[src/rtl/mux_select_unit.sv]
// Selector bank sharing one select bus: a bit mux, a 2-way word mux and a
// 4-way word mux, each with a combinational output and a registered copy.
module mux_select_unit #(
   parameter int WIDTH = 16
) (
   input  logic             clk,
   input  logic             rst,
   input  logic [2:0]       sel,
   input  logic             bit_a,
   input  logic             bit_b,
   input  logic [WIDTH-1:0] a,
   input  logic [WIDTH-1:0] b,
   input  logic [WIDTH-1:0] c,
   input  logic [WIDTH-1:0] d,
   output logic             mux0,
   output logic [WIDTH-1:0] mux2,
   output logic [WIDTH-1:0] mux4,
   output logic             mux0_q,
   output logic [WIDTH-1:0] mux2_q,
   output logic [WIDTH-1:0] mux4_q
);

   // Word mux as the AND/OR gate equation replicated across every bit.
   function automatic logic [WIDTH-1:0] word_mux(input logic [WIDTH-1:0] x,
                                                  input logic [WIDTH-1:0] y,
                                                  input logic             s);
      return (x & ~{WIDTH{s}}) | (y & {WIDTH{s}});
   endfunction

   logic [WIDTH-1:0] low_pair;
   logic [WIDTH-1:0] high_pair;

   // The 4-way mux is a tree: first level on sel[0], final level on sel[1].
   always_comb begin
      mux0      = (bit_a & ~sel[2]) | (bit_b & sel[2]);
      mux2      = word_mux(a, b, sel[0]);
      low_pair  = word_mux(a, b, sel[0]);
      high_pair = word_mux(c, d, sel[0]);
      mux4      = word_mux(low_pair, high_pair, sel[1]);
   end

   always_ff @(posedge clk) begin
      if (rst) begin
         mux0_q <= 1'b0;
         mux2_q <= '0;
         mux4_q <= '0;
      end else begin
         mux0_q <= mux0;
         mux2_q <= mux2;
         mux4_q <= mux4;
      end
   end

endmodule

[config.mk]
export PLATFORM = sky130hd
export DESIGN_NAME = mux_select_unit
export DESIGN_NICKNAME = d
export VERILOG_FILES = /design/src/rtl/mux_select_unit.sv
export SDC_FILE = /design/constraint.sdc
export NUM_CORES = 1
export LEC_CHECK = 0
export CAP_MARGIN = 20
export CORE_AREA = 2 2 76 78
export CTS_BUF_LIST = sky130_fd_sc_hd__clkbuf_8
export CTS_CLUSTER_SIZE = 25
export DETAILED_ROUTE_END_ITERATION = 12
export DIE_AREA = 0 0 78 80
export GPL_ROUTABILITY_DRIVEN = 0
export HOLD_SLACK_MARGIN = 0.1
export PLACE_DENSITY = 0.72
export SLEW_MARGIN = 40
export SYNTH_ARGS = -nofsm -noshare
export SYNTH_HDL_FRONTEND = slang
export SYNTH_SLANG_ARGS = --single-unit
[constraint.sdc]
create_clock -name clk -period 1.25 [get_ports clk]
set_input_delay 0.1875 -clock clk [delete_from_list [all_inputs] [get_ports clk]]
set_output_delay 0.1875 -clock clk [all_outputs]
set_load 0.005 [all_outputs]
==> impl_metrics.tcl <==
set metrics [dict create \
    final_common_cell "dlygate4sd2_1" \
    num_rows 27 \
    cts_tree "built" \
    pwr-share-comb 0.302 \
    cts_sinks 33 \
    worstSetupEndpointType "output port" \
    crit_type "in2out" \
    avgSynthCellArea_sq_um 13.7 \
    design_area_sq_um 3180 \
    clk_path_buf_depth 2 \
    grt.overflow.total 0 \
    die_x_um 78 \
    ant_nets 0 \
    drt-vias-per-instance 4.26 \
    post-route-period-util 1.09 \
    ioPinCount 137 \
    drt_iter0_drc 7 \
    hold_viol_final 0 \
    numCtsBuffers 5 \
    grt_antenna_before_repair 2 \
    crit_top_cell "buf_12" \
    cp_max_fo 6 \
    grt_pass1_wl_um 8280 \
    initial_core_util 0.274 \
    setup_viol 19 \
    p_int_mw 2.12 \
    ys_types 8 \
    slew_viol_final 0 \
    dpl.cell_count 319 \
    nNetsFinal 349 \
    place_hpwl_um 3960 \
    pwr-share-clk 0.285 \
    switching_share 0.236 \
    grt_setup_unrepaired "yes" \
    final_cell_mix "99 x dlygate4sd2_1, 33 x nor2b_1, 33 x dfxtp_1, 21 x buf_2, 19 x buf_6" \
    final_util 0.588 \
    finalCriticalPeriod_ps 1370 \
    htreeDepth 2 \
    holdBufCountCts 0 \
    hold_class "in2reg" \
    port-buffer-count 136 \
    power.density_nw_per_um2 873 \
    synth-warning-count 0 \
    fmax_mhz 732 \
    dp_slack_ps -597 \
    syn-num-nets 179 \
    crit_slowest_cell "mux4_2" \
    wl_um 5150 \
    ir_drop_v 0.000526 \
    grt_pass1_vias 1601 \
    fp.dieH_um 80 \
    via_count 1495 \
    synthCells 108 \
    grt_max_degree 34 \
    stdcell_count 351 \
    area_delta_synth_final_pct 115 \
    first_pass_iters 4 \
    synth-seq-area-share 0.446 \
    grt_use_total 0.172 \
    worst_slew_pin_slew_ps 152 \
    status "complete, but fails checks" \
    cp-start-kind "input pin" \
    path_clk_slew_ps 70 \
    core_region_area_sq_um 5410 \
    synth_area_sq_um 1480 \
    critPathTopFamily "multiplexers" \
    seqPwrFrac 0.412 \
    cts-root-buf "clkbuf_8" \
    cp_num_buf_inv 4 \
    whs_ps 417 \
    crit_chain "buf_12 > buf_12 > buf_12 > mux4_2 > buf_6" \
    placed_area_sq_um 2980 \
    p_leak_nw 1.55 \
    layout-drive-gt1-share 0.385 \
    setup_ws_ps -117 \
    required_ps 1060 \
    arrival_ps 1180 \
    drv_cap 0 \
    drt-wirelength-per-cell_um 14.7 \
    violations "negative setup slack" \
    max_slew_margin 0.899 \
    dieArea_sq_um 6240 \
    cp_slowest_stage_delay_ps 510 \
    switching_power_uw 655 \
    drc 0 \
    ys_ff_latch 33 \
]
[sequential cells by signal, indices dropped and copies added, names as in the netlist]
name    cells
mux4_q     16
mux2_q     16
mux0_q      1
[cells by family after synthesis]
kind of cell	Yosys count	share of synthesized area
simple gates	33	0.139
buf+inv	9	0.0422
mux	33	0.372
flops	33	0.446
[synth_stat cells]
cell | number | share of area
buf_2 | 2 | 0.0068
buf_4 | 1 | 0.0051
buf_6 | 3 | 0.023
clkbuf_1 | 3 | 0.0076
dfxtp_1 | 33 | 0.45
mux2_2 | 17 | 0.13
mux4_2 | 16 | 0.24
nor2b_1 | 33 | 0.14
[final cells by class]
cell class                      count  area, sq um
Fill cell                         527         2230
Timing Repair Buffer              172         1560
Multi-Input combinational cell     66          777
Clock inverter                      1         3.75
Sequential cell                    33          661
Antenna cell                        1         2.50
Clock buffer                        6         82.6
Tap cell                           72         90.1
[what timing repair did]
action                     CTS  global route
pin swaps                    0             0
setup endpoints to repair   66            23
resized for setup          244            13
hold endpoints to repair     0             0
gates cloned                 1             0
setup buffers               22             3
[power groups by stage]
stage	clock, mW	sequential, mW	combinational [mW]
global placement	0	1.17	0.906
global route	0.871	1.15	0.907
floorplan	0	1.18	0.273
CTS	0.821	1.14	0.824
finish	0.791	1.14	0.839
detailed placement	0	1.17	0.914
[final timing paths]
kind,startpoint,endpoint,slack [ps],cells after the start
hold / removal,a[1],mux2_q[1]$_SDFF_PP0_,420,3
setup / recovery,sel[0],mux4[7],-120,5
[stage by stage]
stage	power, mW	TNS [ps]
after floorplan	1.46	0
after global placement	2.08	-17310
after detailed placement	2.09	-17770
after CTS	2.79	-1350
after global routing	2.93	-1970
final	2.77	-1330
[routing by layer]
layer	global-route usage	vias up	routed length [um]
met4	0.0439	2	60
met3	0.0498	6	343
met2	0.322	59	2870
met1	0.190	704	1860
li1	-	724	-
met5	0	-	7
(Power assumes the default switching activity.)
